`src/rtl/cic_decim_seq.sv`:
```
// Run-time sequencer for the IQ chain cic_decim -> cic_compfir: start/stop, flush, warm-up discard, rounding, statistics.
// Latency: input path 1 cycle (registered), CIC->FIR path 1 cycle (registered); o_dp_reset registered, aligned with o_state.
// Backpressure: the CIC cannot stall, so a CIC sample arriving while i_fir_ready is low is dropped and counted.
//
// Ports: i_clock/i_reset_n (async active-low), i_start/i_stop control pulses, i_inph/i_quad/i_valid ADC feed,
// o_cic_* to cic_decim, i_cic_* from cic_decim, o_fir_* to cic_compfir, i_fir_ready/i_fir_oflow from cic_compfir,
// o_state (IDLE=0 FLUSH=1 WARMUP=2 RUN=3 HALT=4), o_out_count/o_drop_count/o_oflow_count saturating statistics.
// Build option: define CIC_DECIM_SEQ_OFLOW_HALT_EN to make a FIR overflow in RUN park the chain in HALT until i_stop.
module cic_decim_seq #(
    parameter int IN_WIDTH     = 16,
    parameter int CIC_WIDTH    = 66,
    parameter int WARMUP_OUTS  = 5,
    parameter int FLUSH_CYCLES = 16,
    parameter int CNT_WIDTH    = 32
) (
    input  logic                 i_clock,
    input  logic                 i_reset_n,
    input  logic                 i_start,
    input  logic                 i_stop,
    input  logic [IN_WIDTH-1:0]  i_inph,
    input  logic [IN_WIDTH-1:0]  i_quad,
    input  logic                 i_valid,
    output logic [CIC_WIDTH-1:0] o_cic_inph,
    output logic [CIC_WIDTH-1:0] o_cic_quad,
    output logic                 o_cic_valid,
    output logic                 o_dp_reset,
    input  logic [CIC_WIDTH-1:0] i_cic_inph,
    input  logic [CIC_WIDTH-1:0] i_cic_quad,
    input  logic                 i_cic_valid,
    output logic [IN_WIDTH-1:0]  o_fir_inph,
    output logic [IN_WIDTH-1:0]  o_fir_quad,
    output logic                 o_fir_valid,
    input  logic                 i_fir_ready,
    input  logic                 i_fir_oflow,
    output logic [2:0]           o_state,
    output logic [CNT_WIDTH-1:0] o_out_count,
    output logic [CNT_WIDTH-1:0] o_drop_count,
    output logic [CNT_WIDTH-1:0] o_oflow_count
);

    localparam int FW = $clog2(FLUSH_CYCLES + 1);
    localparam int WW = $clog2(WARMUP_OUTS + 1);
    localparam int SW = CIC_WIDTH - IN_WIDTH - 1;   // CIC LSBs below the rounding point

    typedef enum logic [2:0] {
        IDLE   = 3'd0,
        FLUSH  = 3'd1,
        WARMUP = 3'd2,
        RUN    = 3'd3,
        HALT   = 3'd4
    } state_t;

    state_t          state, next_state;
    logic [FW-1:0]   flush_cnt;
    logic [WW-1:0]   warm_cnt;
    logic            warm_done;
    logic            in_fwd, fir_fwd, clr_stats;
    logic [IN_WIDTH-1:0] rnd_inph, rnd_quad;

    // Bits below the rounding point carry no information for the FIR.
    logic unused_lsbs;
    assign unused_lsbs = ^{i_cic_inph[SW-1:0], i_cic_quad[SW-1:0]};

    // (r+1)>>>1 written as floor(r/2) + lsb so no carry bit is lost; the only
    // overflowing input is max positive, which saturates.
    function automatic logic [IN_WIDTH-1:0] round_half(input logic [IN_WIDTH:0] r);
        if (r == {1'b0, {IN_WIDTH{1'b1}}})
            return {1'b0, {(IN_WIDTH-1){1'b1}}};
        return r[IN_WIDTH:1] + {{(IN_WIDTH-1){1'b0}}, r[0]};
    endfunction

    assign rnd_inph = round_half(i_cic_inph[CIC_WIDTH-1 -: IN_WIDTH+1]);
    assign rnd_quad = round_half(i_cic_quad[CIC_WIDTH-1 -: IN_WIDTH+1]);

    assign warm_done = (WARMUP_OUTS == 0) ||
                       (i_cic_valid && (warm_cnt == WW'(WARMUP_OUTS - 1)));

    always_comb begin
        next_state = state;
        case (state)
            IDLE:   if (i_start) next_state = FLUSH;
            FLUSH:  if (flush_cnt == FW'(FLUSH_CYCLES - 1)) next_state = WARMUP;
            WARMUP: if (warm_done) next_state = RUN;
            RUN: begin
`ifdef CIC_DECIM_SEQ_OFLOW_HALT_EN
                if (i_fir_oflow) next_state = HALT;
`endif
            end
            HALT:   next_state = HALT;
            default: next_state = IDLE;
        endcase
        // Stop overrides everything, including a simultaneous start.
        if (i_stop) next_state = IDLE;
    end

    // Forwarding is qualified by the next state too, so a stop (or halt) in
    // the same cycle as a sample leaves no strobe behind in IDLE/HALT.
    assign in_fwd    = (state == WARMUP || state == RUN) &&
                       (next_state == WARMUP || next_state == RUN);
    assign fir_fwd   = (state == RUN) && (next_state == RUN) && i_cic_valid && i_fir_ready;
    assign clr_stats = (state == IDLE) && (next_state == FLUSH);
    assign o_state   = state;

    always_ff @(posedge i_clock or negedge i_reset_n) begin
        if (!i_reset_n) begin
            state      <= IDLE;
            flush_cnt  <= '0;
            warm_cnt   <= '0;
            o_dp_reset <= 1'b1;
        end else begin
            state      <= next_state;
            o_dp_reset <= !(next_state == WARMUP || next_state == RUN);
            flush_cnt  <= (state == FLUSH) ? flush_cnt + 1'b1 : '0;
            if (state != WARMUP)
                warm_cnt <= '0;
            else if (i_cic_valid)
                warm_cnt <= warm_cnt + 1'b1;
        end
    end

    always_ff @(posedge i_clock or negedge i_reset_n) begin
        if (!i_reset_n) begin
            o_cic_valid <= 1'b0;
            o_cic_inph  <= '0;
            o_cic_quad  <= '0;
            o_fir_valid <= 1'b0;
            o_fir_inph  <= '0;
            o_fir_quad  <= '0;
        end else begin
            o_cic_valid <= i_valid && in_fwd;
            if (i_valid) begin
                o_cic_inph <= {{(CIC_WIDTH-IN_WIDTH){i_inph[IN_WIDTH-1]}}, i_inph};
                o_cic_quad <= {{(CIC_WIDTH-IN_WIDTH){i_quad[IN_WIDTH-1]}}, i_quad};
            end
            o_fir_valid <= fir_fwd;
            if (fir_fwd) begin
                o_fir_inph <= rnd_inph;
                o_fir_quad <= rnd_quad;
            end
        end
    end

    // Statistics: cleared on entry to FLUSH, saturate at all-ones.
    always_ff @(posedge i_clock or negedge i_reset_n) begin
        if (!i_reset_n) begin
            o_out_count   <= '0;
            o_drop_count  <= '0;
            o_oflow_count <= '0;
        end else if (clr_stats) begin
            o_out_count   <= '0;
            o_drop_count  <= '0;
            o_oflow_count <= '0;
        end else begin
            if (fir_fwd && !(&o_out_count))
                o_out_count <= o_out_count + 1'b1;
            if ((state == RUN) && i_cic_valid && !i_fir_ready && !(&o_drop_count))
                o_drop_count <= o_drop_count + 1'b1;
            if ((state == RUN) && i_fir_oflow && !(&o_oflow_count))
                o_oflow_count <= o_oflow_count + 1'b1;
        end
    end

endmodule

```
`config.mk`:
```
export PLATFORM = sky130hd
export DESIGN_NAME = cic_decim_seq
export DESIGN_NICKNAME = d
export VERILOG_FILES = /design/src/rtl/cic_decim_seq.sv
export SDC_FILE = /design/constraint.sdc
export NUM_CORES = 1
export LEC_CHECK = 0
export ABC_CLOCK_PERIOD_IN_PS = 4090
export BUFFER_PORTS_ARGS = -buffer_cell sky130_fd_sc_hd__buf_2
export CAP_MARGIN = 20
export CORE_AREA = 2 2 172 174
export CTS_CLUSTER_DIAMETER = 150
export DETAILED_ROUTE_END_ITERATION = 7
export DIE_AREA = 0 0 174 176
export MAX_ROUTING_LAYER = met4
export PLACE_DENSITY = 0.61
export SLEW_MARGIN = 40
export SYNTH_ARGS = -nofsm -noshare
export SYNTH_HDL_FRONTEND = slang
export SYNTH_SLANG_ARGS = --single-unit
```
`constraint.sdc`:
```
create_clock -name i_clock -period 4.09 [get_ports i_clock]
set_clock_uncertainty 0.15 [all_clocks]
set_input_delay 0.409 -clock i_clock [delete_from_list [all_inputs] [get_ports i_clock]]
set_output_delay 0.409 -clock i_clock [all_outputs]
set_load 0.05 [all_outputs]
```
-- Word-level counts from Yosys, hierarchy flattened
Cells that the tools add are included.
W data, S select, Z words.
- flip-flop bits (word level): 174
- bits of input ports: 172
- output and inout port bits: 266
- logic and storage cells: 80
- add/sub/neg operators: 7
- equal/unequal tests: 12
- muxes and demuxes: 20
- reduce and logical (&&, ||, !) cells: 28
- operators by type and width (kind ; count):
    $mux W32 ; 6
    $add A32 B1 Y32 const B ; 3
    $reduce_and A32 Y1 ; 3
    $mux W16 ; 4
    $eq A17 B16 Y1 const B ; 2
    $add A16 B1 Y16 ; 2
    $mux W3 ; 6
    $pmux W3 S5 ; 1
    $logic_and A1 B1 Y1 ; 13
    $eq A3 B2 Y1 const B ; 4
    $reduce_bool A2 Y1 ; 4
    $eq A3 B1 Y1 const B ; 2
    $eq A3 B3 Y1 const B ; 2
    $add A5 B1 Y5 const B ; 1
    $eq A5 B4 Y1 const B ; 1
    $logic_not A1 Y1 ; 5
    $mux W5 ; 1
    $add A3 B1 Y3 const B ; 1
    $logic_not A3 Y1 ; 1
    $ne A3 B2 Y1 const B ; 1
    $logic_or A1 B1 Y1 ; 2
    $mux W1 ; 2

-- Longest topological paths before layout
- word-level depth: 12
- mapped depth: 10
- mapped depth without buffers: 8

-- Worst setup path after synthesis
OpenSTA, ideal clock, no wires.
- path type: register -> register
- from: register o_oflow_count[0]
- to: register o_oflow_count[2]
- setup time: 0.097 ns
- arrival time: 2.427 ns
- required time: 3.843 ns
- setup slack: 1.417 ns
- cell stages (with the launch flop): 9
- path buffers: 2
- path through: dfrtp_1 > ha_1 > nand4_1 > or3_1 > o31ai_2 > buf_2 > buf_2 > o211ai_1 > o31ai_1
- longest elaborated chain between the ends: 4
- elaborated cells on any way between the ends: 7
- those cells by class: 1 x add/sub; 2 x mux; 4 x reduce/logical
- RTL lines (what ; RTL line ; text):
    start, declared ; 38 ; output logic [CNT_WIDTH-1:0] o_oflow_count
    start signal, assigned ; 159 ; o_oflow_count <= o_oflow_count + 1'b1;
    parallel branches: the longest is 4 deep, another holds $add A32 B1 Y32 ; - ;
Parallel ways; which one is timed is not known. The select of a mux whose other input is x is not followed.
A chain may end at the register's enable or synchronous reset.

-- Worst setup path after layout
- from: register flush_cnt[0]
- to: register o_drop_count[9]
- longest elaborated chain between the ends: 7
- elaborated cells on any way between the ends: 8
- those cells by class: 2 x eq/ne; 4 x mux; 2 x reduce/logical
- RTL lines (what ; RTL line ; text):
    start, declared ; 54 ; logic [FW-1:0] flush_cnt;
    start signal, assigned ; 113 ; flush_cnt <= (state == FLUSH) ? flush_cnt + 1'b1 : '0;
    $eq A5 B4 Y1 (*) ; 82 ; FLUSH: if (flush_cnt == FW'(FLUSH_CYCLES - 1)) next_state = WARMUP;
    $mux W3 (*) ; 82 ;
    $pmux W3 S5 (*) ; 80 ; case (state)
    $mux W3 (*) ; 93 ; if (i_stop) next_state = IDLE;
    $eq A3 B1 Y1 (*) ; 101 ; assign clr_stats = (state == IDLE) && (next_state == FLUSH);
    $logic_and A1 B1 Y1 (*) ; 101 ;
    $mux W32 or $reduce_bool A2 Y1 (tied branches) ; - ;
    end signal, assigned ; 157 ; o_drop_count <= o_drop_count + 1'b1;
    end, declared ; 37 ; output logic [CNT_WIDTH-1:0] o_drop_count,
Mark *: on every way between the ends. The rest lies on a longest branch, timed or not.

==> out/metrics.cfg <==
[floorplan]
fp.dieH_um=176
num_rows=62
initial_utilization_pct=33.5
ioPinCount=438
core_um2=28500
die_area_um2=30600
die_w_um=174

[worst_setup_path]
critPathMaxFanout=36
slowest_delay_ps=670
path_buf_inv=2
end_kind=flip-flop
setup.worst_path.class=reg -> reg
reg2reg_slack_ps=1250
start_kind=flip-flop
crit_arrival_ps=3000
cp_data_required_time_ps=4250
r2r_cells=9
path_cells=ha_1, and3_1, ha_1, nor2b_1, o32a_1, and4_2, buf_12, buf_4, a21oi_1
rr_endpoint=o_drop_count[9]
cp_slowest_cell=and4_2
r2r_start=flush_cnt[0]
cpLargestDelayFamily=simple AND/OR/NAND/NOR gates
critPathMostFrequentCell=ha_1

[global_route]
grt_max_degree=83
antenna_found_initial=0
grt_pass1_vias=7922
track_usage_pct=17.4
overflow=0
grt_pass1_wl_um=41700

[cells_and_area]
n_antenna_cell=0
layout.cells.non_filler=1620
area_delta_synth_final_pct=21.0
layout-drive-gt1-share_pct=35.0
fillerInstances=2938
postLayoutCellArea_um2=11600
finish.utilization_pct=40.5
nets=1406

[yosys]
syn_avg_cell_area_um2=9.65
yosysWarnings=0
yosysSeqAreaShare_pct=45.6
ys.flop_type=dfrtp_1
synth_cell_types=55
syn_nets=1173
syn-instance-count=990
synth-async-reset-ratio_pct=100
ys_ff_latch=174
netlist_area_um2=9550
synth_edf_count=0

[placed_design]
dp_cells=1586
portBuffers=339
dp_hpwl_um=18500
gp_congestion=0.791
placed_cell_area_um2=10900
dpl_worst_slack_ps=1220

[sta]
fmax_mhz=352
worst_pin_slew_ps=806
hold_viol=0
finalCritPeriodShare_pct=69.5
drv_slew=0
finalWorstSetupSlack_ps=1250
finalSetupViolations=0
slew_headroom_pct=46.0
fin_crit_ps=2840
fin_tns_setup_ps=0
rsz0062_at_grt=false

[clock_network]
cts_resized=0
cts_max_path_buffers=2
cts_sinks=174
cts.clk_slew.worst_paths_ps=80
cts_root_buffer=clkbuf_16
post_cts_buffers=0
clkLatencyLatePin_ps=440
cts_tree=built
cts_hold_buf=1
cts_buffers=17
htreeDepth=4

[hold_path]
min_path_cells=2
hold_start=i_quad[7]
min_to=o_cic_quad[7]
hold_path_class=in -> reg

[pwr]
ir_worst_vdd_v=0.000241
power_density_nw_per_um2=370
power.leakage_uw=0.00543

[detailed_routing]
dr.pass1.iters=5
vias=8306
drc_errors=0
vias_per_cell=5.13
wl_per_cell_um=15.7
first_iter_violations=393
final_antenna_net_count=0
wl_um=25500

[run_status]
status=complete, no violations

[run]
cap_viol_max_count=0

==> cell usage in the layout (no fill, tap or decap), drive strengths merged, types with 3 or more instances in the layout <==
master,instances
nand4,33
and2,8
xnor2,20
mux2,32
nor2,52
or4,28
nand3,55
xor2,17
nor3,19
ha,11
and3,24
and4,9
or3,49
o21a,6
nand2,64
inv,26
clkbuf,17
o211ai,20
o31ai,28
a31oi,8
o21ai,50
a21oi,81
buf,352
clkinv,7
nand3b,3
o22a,6
nor4,12
mux2i,3
dfrtp,173
==> worst max-delay path by stage <==
| stage | to | startpoint | slack, ps | cells after the start |
|---|---|---|---|---|
| final | o_drop_count[9] | flush_cnt[0] | 1250 | 9 |
| after global routing | o_out_count[29] | o_state[0] | 1030 | 7 |
| after CTS | o_drop_count[9] | flush_cnt[0] | 1200 | 9 |
| after detailed placement | o_drop_count[9] | flush_cnt[0] | 1220 | 9 |
| after global placement | o_drop_count[9] | flush_cnt[0] | 1250 | 9 |
| after floorplan | o_oflow_count[2] | o_oflow_count[0] | 1420 | 8 |
==> synthesized netlist by cell type, types with 3 or more instances <==
cell,n,area [um^2]
clkbuf_1,18,67.6
nand4_1,33,206
inv_1,18,67.6
buf_2,13,65.1
nand3b_1,3,22.5
a21oi_1,81,405
nand3_1,53,265
nor4_1,10,62.6
nand2_1,64,240
xor2_1,17,149
o211ai_1,20,150
mux2_2,32,360
o21a_1,6,45.0
o21ai_0,45,225
and4_1,9,78.8
buf_4,101,758
ha_1,11,138
o31ai_1,26,195
nor3_1,17,85.1
nor2_1,52,195
buf_1,4,15.0
mux2i_1,3,30.0
dfrtp_1,173,4330
o22a_1,6,52.6
and3_1,24,150
a31oi_1,8,50.1
or4_1,28,210
buf_6,3,33.8
xnor2_1,20,175
or3_1,49,307
and2_1,8,50.1
o21ai_1,5,25.0
==> through the flow <==
| stage | hold WS, ps | total power [uW] |
|---|---|---|
| detailed placement | 276 | 2670 |
| floorplan | -36.6 | 2570 |
| finish | 46.3 | 4270 |
| global route | 18.9 | 4460 |
| CTS | 14.5 | 4350 |
| global placement | 278 | 2670 |
==> logic make-up (layout without fill, tap and decap cells) <==
kind of cell	count (synthesis)	after routing	share of synthesized area (%)
mux	35	35	4.09
simple gates	365	365	21.6
fa+ha+maj	11	11	1.44
xor+xnor	37	37	3.39
compound gates	210	210	13.3
buf+inv	158	404	10.6
flops	174	174	45.6
==> power by group <==
| part | internal [uW] | switching, uW |
|---|---|---|
| Combinational | 175 | 663 |
| Sequential | 1760 | 36.6 |
| Clock | 823 | 818 |
==> registers in the layout, summed over array words and instances (netlist names) <==
register,flops
warm_cnt,3
flush_cnt,5
o_cic_valid,1
o_dp_reset,1
o_fir_inph,16
o_out_count,32
o_cic_inph,16
o_state,3
o_fir_quad,16
o_fir_valid,1
o_oflow_count,32
o_cic_quad,16
o_drop_count,32
==> routing by layer <==
metal | wire (um) | global-route usage [%] | vias up
met1 | 10800 | 20.9 | 4008
met2 | 12700 | 29.5 | 266
met5 | 0 | - | -
li1 | - | - | 4008
met3 | 1630 | 4.03 | 24
met4 | 368 | 4.80 | 0
==> area by class of cell <==
type | count | area [um^2] | share of cell area [%]
multi-input combinational | 658 | 4200 | 36.3
sequential | 174 | 4360 | 37.7
timing repair buffer | 353 | 1860 | 16.1
clock buffer | 17 | 425 | 3.68
tap | 384 | 480 | 4.16
inverter | 19 | 76.3 | 0.660
clock inverter | 15 | 168 | 1.45
(Power assumes the default switching activity.)
